$ cat config.mk
export PLATFORM = sky130hd
export DESIGN_NAME = nonce_uart_tx
export DESIGN_NICKNAME = d
export VERILOG_FILES = /design/src/rtl/nonce_uart_tx_pkg.sv /design/src/rtl/uart_tx_serializer.sv /design/src/rtl/nonce_uart_tx.sv
export SDC_FILE = /design/constraint.sdc
export NUM_CORES = 1
export LEC_CHECK = 0
export CORE_AREA = 2 2 155 157
export CTS_CLUSTER_DIAMETER = 60
export DETAILED_ROUTE_END_ITERATION = 7
export DIE_AREA = 0 0 157 159
export PLACE_DENSITY = 0.61
export SETUP_SLACK_MARGIN = 0.15
export SLEW_MARGIN = 15
export SYNTH_ARGS = -nofsm -noshare
export SYNTH_HDL_FRONTEND = slang
export SYNTH_SLANG_ARGS = --single-unit
$ cat constraint.sdc
create_clock -name clk -period 5 [get_ports clk]
set_input_delay 1 -clock clk [delete_from_list [all_inputs] [get_ports clk]]
set_output_delay 1 -clock clk [all_outputs]
set_load 0.01 [all_outputs]
$ cat src/rtl/nonce_uart_tx_pkg.sv
// Shared types and constants for the nonce UART transmit path.
package nonce_uart_tx_pkg;

  typedef enum logic [1:0] {
    StIdle  = 2'd0,
    StStart = 2'd1,
    StData  = 2'd2,
    StStop  = 2'd3
  } tx_state_e;

  localparam int unsigned BYTES_PER_NONCE = 4;

  function automatic int unsigned clog2(input int unsigned value);
    int unsigned width;
    width = 0;
    while ((64'd1 << width) < 64'(value)) width++;
    return width;
  endfunction

endpackage

$ cat src/rtl/uart_tx_serializer.sv
// Sends one byte frame (start, 8 data LSB-first, STOP_BITS stop) per byte_valid/byte_ready handshake.
module uart_tx_serializer
  import nonce_uart_tx_pkg::*;
#(
  parameter int unsigned BAUD_CNT  = 10416,
  parameter int unsigned STOP_BITS = 1
) (
  input  logic       clk,
  input  logic       rst_n,
  input  logic       byte_valid,
  input  logic [7:0] byte_data,
  output logic       byte_ready,
  output logic       tx,
  output logic       idle
);

  localparam int unsigned StopCnt = STOP_BITS * BAUD_CNT;
  localparam int unsigned CntW    = (clog2(StopCnt) > 0) ? clog2(StopCnt) : 1;
  localparam logic [CntW-1:0] BitLast  = CntW'(BAUD_CNT - 1);
  localparam logic [CntW-1:0] StopLast = CntW'(StopCnt - 1);

  tx_state_e       state_q;
  logic [CntW-1:0] cnt_q;
  logic [2:0]      bit_idx_q;
  logic [7:0]      data_q;
  logic            tx_q;

  // A new byte is taken in idle or on the very last clock of the stop period,
  // so consecutive frames abut with no idle gap.
  assign byte_ready = (state_q == StIdle) || ((state_q == StStop) && (cnt_q == '0));
  assign tx         = tx_q;
  assign idle       = (state_q == StIdle);

  always_ff @(posedge clk or negedge rst_n) begin
    if (!rst_n) begin
      state_q   <= StIdle;
      cnt_q     <= '0;
      bit_idx_q <= '0;
      data_q    <= '0;
      tx_q      <= 1'b1;
    end else if (byte_valid && byte_ready) begin
      data_q  <= byte_data;
      tx_q    <= 1'b0;
      cnt_q   <= BitLast;
      state_q <= StStart;
    end else begin
      unique case (state_q)
        StIdle: ;
        StStart: begin
          if (cnt_q == '0) begin
            tx_q      <= data_q[0];
            bit_idx_q <= '0;
            cnt_q     <= BitLast;
            state_q   <= StData;
          end else begin
            cnt_q <= cnt_q - CntW'(1);
          end
        end
        StData: begin
          if (cnt_q != '0) begin
            cnt_q <= cnt_q - CntW'(1);
          end else if (bit_idx_q == 3'd7) begin
            tx_q    <= 1'b1;
            cnt_q   <= StopLast;
            state_q <= StStop;
          end else begin
            bit_idx_q <= bit_idx_q + 3'd1;
            tx_q      <= data_q[1];
            data_q    <= data_q >> 1;
            cnt_q     <= BitLast;
          end
        end
        StStop: begin
          if (cnt_q == '0) begin
            state_q <= StIdle;
          end else begin
            cnt_q <= cnt_q - CntW'(1);
          end
        end
      endcase
    end
  end

endmodule

$ cat src/rtl/nonce_uart_tx.sv
// Word FIFO of 32-bit nonces feeding a byte serializer, least-significant byte first.
module nonce_uart_tx
  import nonce_uart_tx_pkg::*;
#(
  parameter int unsigned BAUD_RATE    = 9600,
  parameter int unsigned SYS_CLK_FREQ = 100000000,
  parameter int unsigned DEPTH        = 4,
  parameter int unsigned STOP_BITS    = 1
) (
  input  logic                         clk,
  input  logic                         rst_n,
  input  logic                         in_valid,
  output logic                         in_ready,
  input  logic [31:0]                  in_word,
  output logic                         tx,
  output logic                         busy,
  output logic [clog2(DEPTH+1)-1:0]    fifo_level
);

  localparam int unsigned BaudCnt = SYS_CLK_FREQ / BAUD_RATE;
  localparam int unsigned PtrW    = clog2(DEPTH);
  localparam int unsigned LvlW    = clog2(DEPTH + 1);

  logic [31:0]     mem_q [DEPTH];
  logic [PtrW-1:0] wr_ptr_q, rd_ptr_q;
  logic [LvlW-1:0] level_q;
  logic [1:0]      bytes_left_q;
  logic [23:0]     shift_q;

  logic       push, pop, handoff;
  logic       byte_valid, byte_ready, ser_idle;
  logic [7:0] byte_data;

  assign in_ready   = (level_q != LvlW'(DEPTH));
  assign push       = in_valid && in_ready;
  assign byte_valid = (bytes_left_q != 2'd0) || (level_q != '0);
  assign byte_data  = (bytes_left_q != 2'd0) ? shift_q[7:0] : mem_q[rd_ptr_q][7:0];
  assign handoff    = byte_valid && byte_ready;
  // The head word is popped only when its first byte goes to the serializer.
  assign pop        = handoff && (bytes_left_q == 2'd0);

  assign busy       = !ser_idle || (level_q != '0);
  assign fifo_level = level_q;

  always_ff @(posedge clk) begin
    if (push) mem_q[wr_ptr_q] <= in_word;
  end

  always_ff @(posedge clk or negedge rst_n) begin
    if (!rst_n) begin
      wr_ptr_q     <= '0;
      rd_ptr_q     <= '0;
      level_q      <= '0;
      bytes_left_q <= '0;
      shift_q      <= '0;
    end else begin
      if (push) wr_ptr_q <= wr_ptr_q + PtrW'(1);
      if (pop)  rd_ptr_q <= rd_ptr_q + PtrW'(1);
      case ({push, pop})
        2'b10:   level_q <= level_q + LvlW'(1);
        2'b01:   level_q <= level_q - LvlW'(1);
        default: ;
      endcase
      if (handoff) begin
        if (bytes_left_q == 2'd0) begin
          shift_q      <= mem_q[rd_ptr_q][31:8];
          bytes_left_q <= 2'(BYTES_PER_NONCE - 1);
        end else begin
          shift_q      <= shift_q >> 8;
          bytes_left_q <= bytes_left_q - 2'd1;
        end
      end
    end
  end

  uart_tx_serializer #(
    .BAUD_CNT  (BaudCnt),
    .STOP_BITS (STOP_BITS)
  ) u_ser (
    .clk        (clk),
    .rst_n      (rst_n),
    .byte_valid (byte_valid),
    .byte_data  (byte_data),
    .byte_ready (byte_ready),
    .tx         (tx),
    .idle       (ser_idle)
  );

endmodule

## After elaboration in Yosys (flattened, before gate mapping)

Memories as Yosys holds them, arrays and structs flattened.
Cells that the tools add are included.

- Register bits: 61
- Memory bits (writable): 128
- Input port bits: 35
- Memories: 1

- $add $sub $neg: 7
- Equality and inequality tests: 17
- Muxes and demuxes: 30
- Bitwise operators: 1
- Reduce and logical (&&, ||, !) cells: 24

Memory list:

| memory | depth | width | rd ports | clocked after memory_dff | wr ports | line | text |
|---|---|---|---|---|---|---|---|
| mem_q | 4 | 32 | 1 | 0 | 1 | nonce_uart_tx.sv:24 | `logic [31:0] mem_q [DEPTH];` |

Operator list:

| kind | number |
|---|---|
| 14-bit 2-to-1 mux | 4 |
| 14-bit case mux with 3 select lines | 1 |
| 8-bit 2-to-1 mux | 5 |
| 24-bit 2-to-1 mux | 1 |
| 14-bit logical NOT | 1 |
| 14-bit nonzero test | 1 |
| 14-bit by 1-bit subtractor with 14-bit output, second input constant | 1 |
| 2-bit 2-to-1 mux | 6 |
| 3-bit != test, second input constant | 4 |
| 3-bit case mux with 2 select lines | 2 |
| 5-bit AND reduction | 2 |
| 3-bit 2-to-1 mux | 3 |
| 2-bit != test, second input constant | 4 |
| 2-bit nonzero test | 4 |
| 3-bit by 1-bit adder with 3-bit output, second input constant | 2 |
| 2-bit == test, second input constant | 3 |
| 1-bit 2-to-1 mux | 6 |
| 3-bit by 2-bit != test with 1-bit output, second input constant | 2 |
| 2-bit case mux with 3 select lines | 1 |
| 3-bit AND reduction | 2 |
| 3-bit nonzero test | 2 |
| 2-bit by 1-bit adder with 2-bit output, second input constant | 2 |
| 2-bit by 1-bit == test with 1-bit output, second input constant | 2 |
| 1-bit logical AND | 4 |
| other kinds (11) | 14 |

## Longest topological paths before layout

- Depth in word-level cells: 7
- Gate-level depth with buffers: 13

## By module

Synthesis repeated with hierarchy kept, for this count alone.

- Cells, all modules: 496
- Area total of the unflattened synthesis: 8,046.5 µm²

Modules (own cells, without submodules):

| module | times used | cells each | area each (µm²) | sequential area each (µm²) |
|---|---|---|---|---|
| nonce_uart_tx | 1 | 333 | 6,384.9 | 4,669.5 |
| uart_tx_serializer | 1 | 163 | 1,661.6 | 701.9 |

## Worst setup path after synthesis

No wires, ideal clock.

- Path type: flip-flop to flip-flop
- Start point: register u_ser.cnt_q[8]
- End point: register level_q[2] (netlist: fifo_level[2])
- Setup time: 0.080 ns
- Arrival time: 2.551 ns
- Required time: 4.920 ns
- Slack: 2.369 ns
- Stages on the path, launching flop included: 13
- Path buffers: 2
- Clock period less this slack: 2.631 ns
- Path through: dfrtp_1 nor4_2 and3_1 buf_4 a31oi_1 buf_2 nor2_2 ha_1 inv_1 fa_1 xor2_1 nor2_1 xor2_1

- Longest elaborated chain between the ends: 7

Ends and longest elaborated chain:

| what | line | text |
|---|---|---|
| start: declaration | uart_tx_serializer.sv:23 | `logic [CntW-1:0] cnt_q;` |
| start signal: assignment | uart_tx_serializer.sv:44 | `cnt_q <= BitLast;` |
| start signal: assignment | uart_tx_serializer.sv:53 | `cnt_q <= BitLast;` |
| start signal: assignment | uart_tx_serializer.sv:56 | `cnt_q <= cnt_q - CntW'(1);` |
| 14-bit logical NOT (*) | uart_tx_serializer.sv:30 | `assign byte_ready = (state_q == StIdle) \|\| ((state_q == StStop) && (cnt_q == '0));` |
| 1-bit logical AND (*) | uart_tx_serializer.sv:30 |  |
| 1-bit logical OR (*) | uart_tx_serializer.sv:30 |  |
| 1-bit logical AND (*) | nonce_uart_tx.sv:38 | `assign handoff = byte_valid && byte_ready;` |
| 1-bit logical AND (*) | nonce_uart_tx.sv:40 | `assign pop = handoff && (bytes_left_q == 2'd0);` |
| net pop | nonce_uart_tx.sv:30 | `logic push, pop, handoff;` |
| 2-bit by 1-bit == test with 1-bit output or 2-bit == test (tied branches) | nonce_uart_tx.sv:59 | `case ({push, pop})` |
| 3-bit case mux with 2 select lines or 2-bit nonzero test (tied branches) | - |  |
| end signal: assignment | nonce_uart_tx.sv:60 | `2'b10: level_q <= level_q + LvlW'(1);` |
| end signal: assignment | nonce_uart_tx.sv:61 | `2'b01: level_q <= level_q - LvlW'(1);` |
| end: declaration | nonce_uart_tx.sv:26 | `logic [LvlW-1:0] level_q;` |

The timed path passes the listed nets; every way through them passes the cells marked *.
A chain may end at the register's enable or synchronous reset.

## Worst setup path in the final report

- Start point: register u_ser.cnt_q[0]
- End point: register level_q[2] (netlist: fifo_level[2])

Same word-level chain as after synthesis.

==> impl_summary.md <==
Timing
The worst relative slew slack is 40.6%. The number of hold-slack violations in the final timing report is 0. The count of pins over their slew limit is 0.

The worst clock skew is 0.0134 ns. Setup repair after global routing left no endpoint under its margin. Setup violations remaining at the end of the flow were counted as 0. The summed negative setup slack over all endpoints is 0 ns. Derived from the worst setup path, the maximum achievable clock frequency is 305 MHz. The final cycle utilization of the critical path is 65.6%. The transition time at the pin with the least slew margin is 0.891 ns.

The worst path in the final design needs a cycle of 3.28 ns, including I/O delays and setup.

Critical path
The slowest stage of the critical path is the and2_1 cell. Together, buffers and inverters on the worst path number 3. The family of cells with the greatest summed delay on the critical path is simple AND/OR/NAND/NOR gates.

The worst endpoint data arrival time is 3.63 ns. The kind of start point of the critical path is a flip-flop. The critical path goes through inv_1 -> ha_1 -> nor3b_1 -> and2_1 -> a31oi_2 -> buf_4 -> nor2_2 -> ha_1 -> inv_1 -> fa_1 -> xor2_1 -> nor2_1 -> xor2_1.

The critical path start-end classification is reg -> reg. In this design, the stage delay of the slowest critical-path cell is 0.51 ns. The largest fanout of any net on the critical path is 30. The endpoint class of the critical path is a flip-flop. The worst endpoint required time is 5.35 ns.

Global routing
The total overflow left after global routing is 0. The global-route wire length before repair is 25300 um. The number of global-route vias before repair is 4728.

Entering global routing, the biggest net connects 36 pins. The total routing usage reported by global routing is 13.2%. The initial antenna violation count is 0.

Route
The final layout contains routed wiring with a total length of 15500 um. The via density per instance is 5.04. The detailed router finished its first iteration with 328 violations. Once detail routing completed, the nets flagged for antenna violations numbered 0. Summing over every cut layer, the via total after detailed routing is 4448.

The length of the first detailed-routing pass in iterations is 5. The detail-routed net length per standard cell is 17.6 um. The post-route DRC violation count is 0.

Clock network
The maximum count of clock buffers along a single path is 2. The post-CTS setup buffer count is 0. The number of gates resized after CTS is 0. In this run the number of H-tree levels came out at 4. The clock-pin slew on the worst setup and hold paths is 0.07 ns. The later pin in the worst-skew pair is clocked with a latency of 0.43 ns. For this design, the sink count on the clock tree is 189. TritonCTS built the clock tree. The cell sitting at the root of the clock tree is a clkbuf_16. The hold buffer count at cts is 0. Counting the buffers created by CTS gives 17.

Synth
The post-synthesis cell type count is 49. The cell type contributing the most total cell area after synthesis is edfxtp_1. The portion of the post-synthesis area used by sequential elements is 67.2%. The synthesized netlist net count is 554.

By area the synthesized netlist is led by edfxtp_1 48%, dfrtp_1 19%, mux4_2 9.0%. The synthesized-area fraction occupied by ao, oa, aoi and oai cells is 7.06%. The most used flip-flop cell after synthesis is edfxtp_1. The Yosys step of the flow raised 0 warnings. After synthesis, the share of flip-flops with an asynchronous set or reset is 32.3%. The top cell type by area accounts for 48.1% of the synthesized area. After synthesis, the largest family of logic cells by area is multiplexers.

The post-synthesis share of cell area spent on and, or, nand and nor gates is 6.55%. After technology mapping, the gate count stands at 505. Yosys mapped a number of flops with a built-in enable equal to 128. The xor/xnor share of the synthesized area is 0.658%. The register bit total from synthesis is 189. The mux contribution to synthesized area is 14.2%. The adder-cell share of the synthesized area is 2.29%. The mean instance size in the synthesized netlist is 15.8 sq um. The cell area that synthesis handed to floorplanning was 7990 sq um.

Cells and area
The utilization after layout is 40.2%. Leaving out fill and tap cells, the most frequent cells in the layout are 128 x edfxtp_1, 58 x dfrtp_1, 54 x o21ai_0. The signed area change from the synthesized netlist to the final layout is 16.6%.

Leaving out fill and tap cells, the most frequent cell in the layout is edfxtp_1. Of the cells placed in the final design, the portion with a size suffix greater than 1 is 16.5%. The antenna diode count is 0.

The total number of nets in the final design is 599.

Floorplan
The count of boundary I/O pins is 41. The initial core utilization is 34.4%. The die width is 157 um.

The die covers 25000 sq um. The placeable core area is 23200 sq um. The die outline height is 159 um. The floorplan row count is 56.

Power
Summed over all cells, the static leakage comes to 3.31 nW. The worst supply voltage drop on vdd is 0.251 mV. The power density normalized to cell area is 555 nW/um^2.

Place
During placement, the flow inserted port buffers numbering 40. The final weighted congestion in routability-driven placement is 0.772. After legalization and detailed placement, the total HPWL measured 9700 um.

Hold path
The worst hold path belongs to the class reg -> reg.

Run status
The run finished with clean final reports.

Job
The number of max-cap violations is 0.
## state kept, by name (all words and copies together) (netlist names)
signal	flops
u_ser.tx	1
wr_ptr_q	2
u_ser.state_q	2
shift_q	24
u_ser.bit_idx_q	3
fifo_level	3
u_ser.data_q	8
mem_q	128
u_ser.cnt_q	14
bytes_left_q	2
rd_ptr_q	2
## where the power goes
| part | switching (mW) | total, mW | internal (mW) | leakage [nW] |
|---|---|---|---|---|
| Sequential | 0.233 | 2.32 | 2.08 | 1.93 |
| Combinational | 0.877 | 1.59 | 0.708 | 1.11 |
| Clock | 0.612 | 1.27 | 0.655 | 0.269 |
| Total | 1.72 | 5.17 | 3.45 | 3.31 |
## metal layers
layer / part of all wire [%] / up-vias / global-route usage, %
li1: - / 2040 / -
met1: 42 / 2296 / 16.4
met2: 53 / 97 / 22.8
met3: 4.1 / 15 / 3.29
met4: 1.2 / 0 / 3.71
met5: 0 / - / 0
## final timing paths
| check | from | end | slack, ns | depth (start not counted) |
|---|---|---|---|---|
| max in group asynchronous | rst_n | rd_ptr_q[1]$_DFFE_PN0P_ | 3.48 | 2 |
| setup reg to reg | u_ser.cnt_q[0]$_DFFE_PN0P_ | fifo_level[2]$_DFFE_PN0P_ | 1.72 | 13 |
| hold / removal | u_ser.bit_idx_q[0]$_DFFE_PN0P_ | u_ser.bit_idx_q[0]$_DFFE_PN0P_ | 0.49 | 1 |
| setup / recovery | u_ser.cnt_q[0]$_DFFE_PN0P_ | fifo_level[2]$_DFFE_PN0P_ | 1.72 | 13 |
| hold reg to reg | u_ser.bit_idx_q[0]$_DFFE_PN0P_ | u_ser.bit_idx_q[0]$_DFFE_PN0P_ | 0.49 | 1 |
| min in group asynchronous | rst_n | u_ser.cnt_q[2]$_DFFE_PN0P_ | 0.60 | 1 |
## Yosys cell counts (all sizes together) (2+ instances only)
| cell type | instances |
|---|---|
| a211o | 3 |
| a21oi | 13 |
| a311oi | 5 |
| a31oi | 4 |
| and2 | 4 |
| and3 | 10 |
| buf | 10 |
| clkbuf | 14 |
| dfrtp | 60 |
| edfxtp | 128 |
| ha | 13 |
| inv | 15 |
| mux2i | 41 |
| mux4 | 32 |
| nand2 | 21 |
| nand2b | 3 |
| nand3 | 6 |
| nor2 | 18 |
| nor3 | 14 |
| nor3b | 6 |
| nor4 | 2 |
| o211ai | 2 |
| o21ai | 61 |
| o2bb2ai | 2 |
| xnor2 | 2 |
| xor2 | 4 |
## cell type report
type                    instances  area (sq um)
clock buffers                  17           425
clock inverters                15           128
fillers                      2072         13900
inverters                      15          56.3
multi-input cells             277          2460
flip-flops and latches        189          5370
well taps                     319           399
repair buffers                 50           470
## worst reg2reg max path, delay by kind of cell (launching register included)
kind / cells / cell delay [ns]
buffers and inverters: 3 / 0.39
xor gates and xnor gates: 2 / 0.32
adders and majority gates: 3 / 0.76
AOI/OAI and AO/OA: 1 / 0.15
DFF: 1 / 0.41
and+or+nand+nor: 4 / 1.16
## metrics by stage
stage	total power, mW	std cells	hold slack (ns)	cell area (sq um)	setup slack, ns
2_1_floorplan	3.46	505	0.455	7990	2.37
3_3_place_gp	3.90	850	0.471	8760	1.92
3_5_place_dp	3.97	850	0.484	8760	1.79
4_1_cts	5.25	882	0.493	9320	1.74
5_1_grt	5.48	882	0.521	9320	1.47
6_report	5.17	882	0.488	9320	1.72
## cells by family after synthesis
group,count (synthesis)
flops,189
simple gates,89
compound gates,95
mux,73
xor+xnor,6
buf+inv,39
fa+ha+maj,14
(Power assumes the default switching activity.)
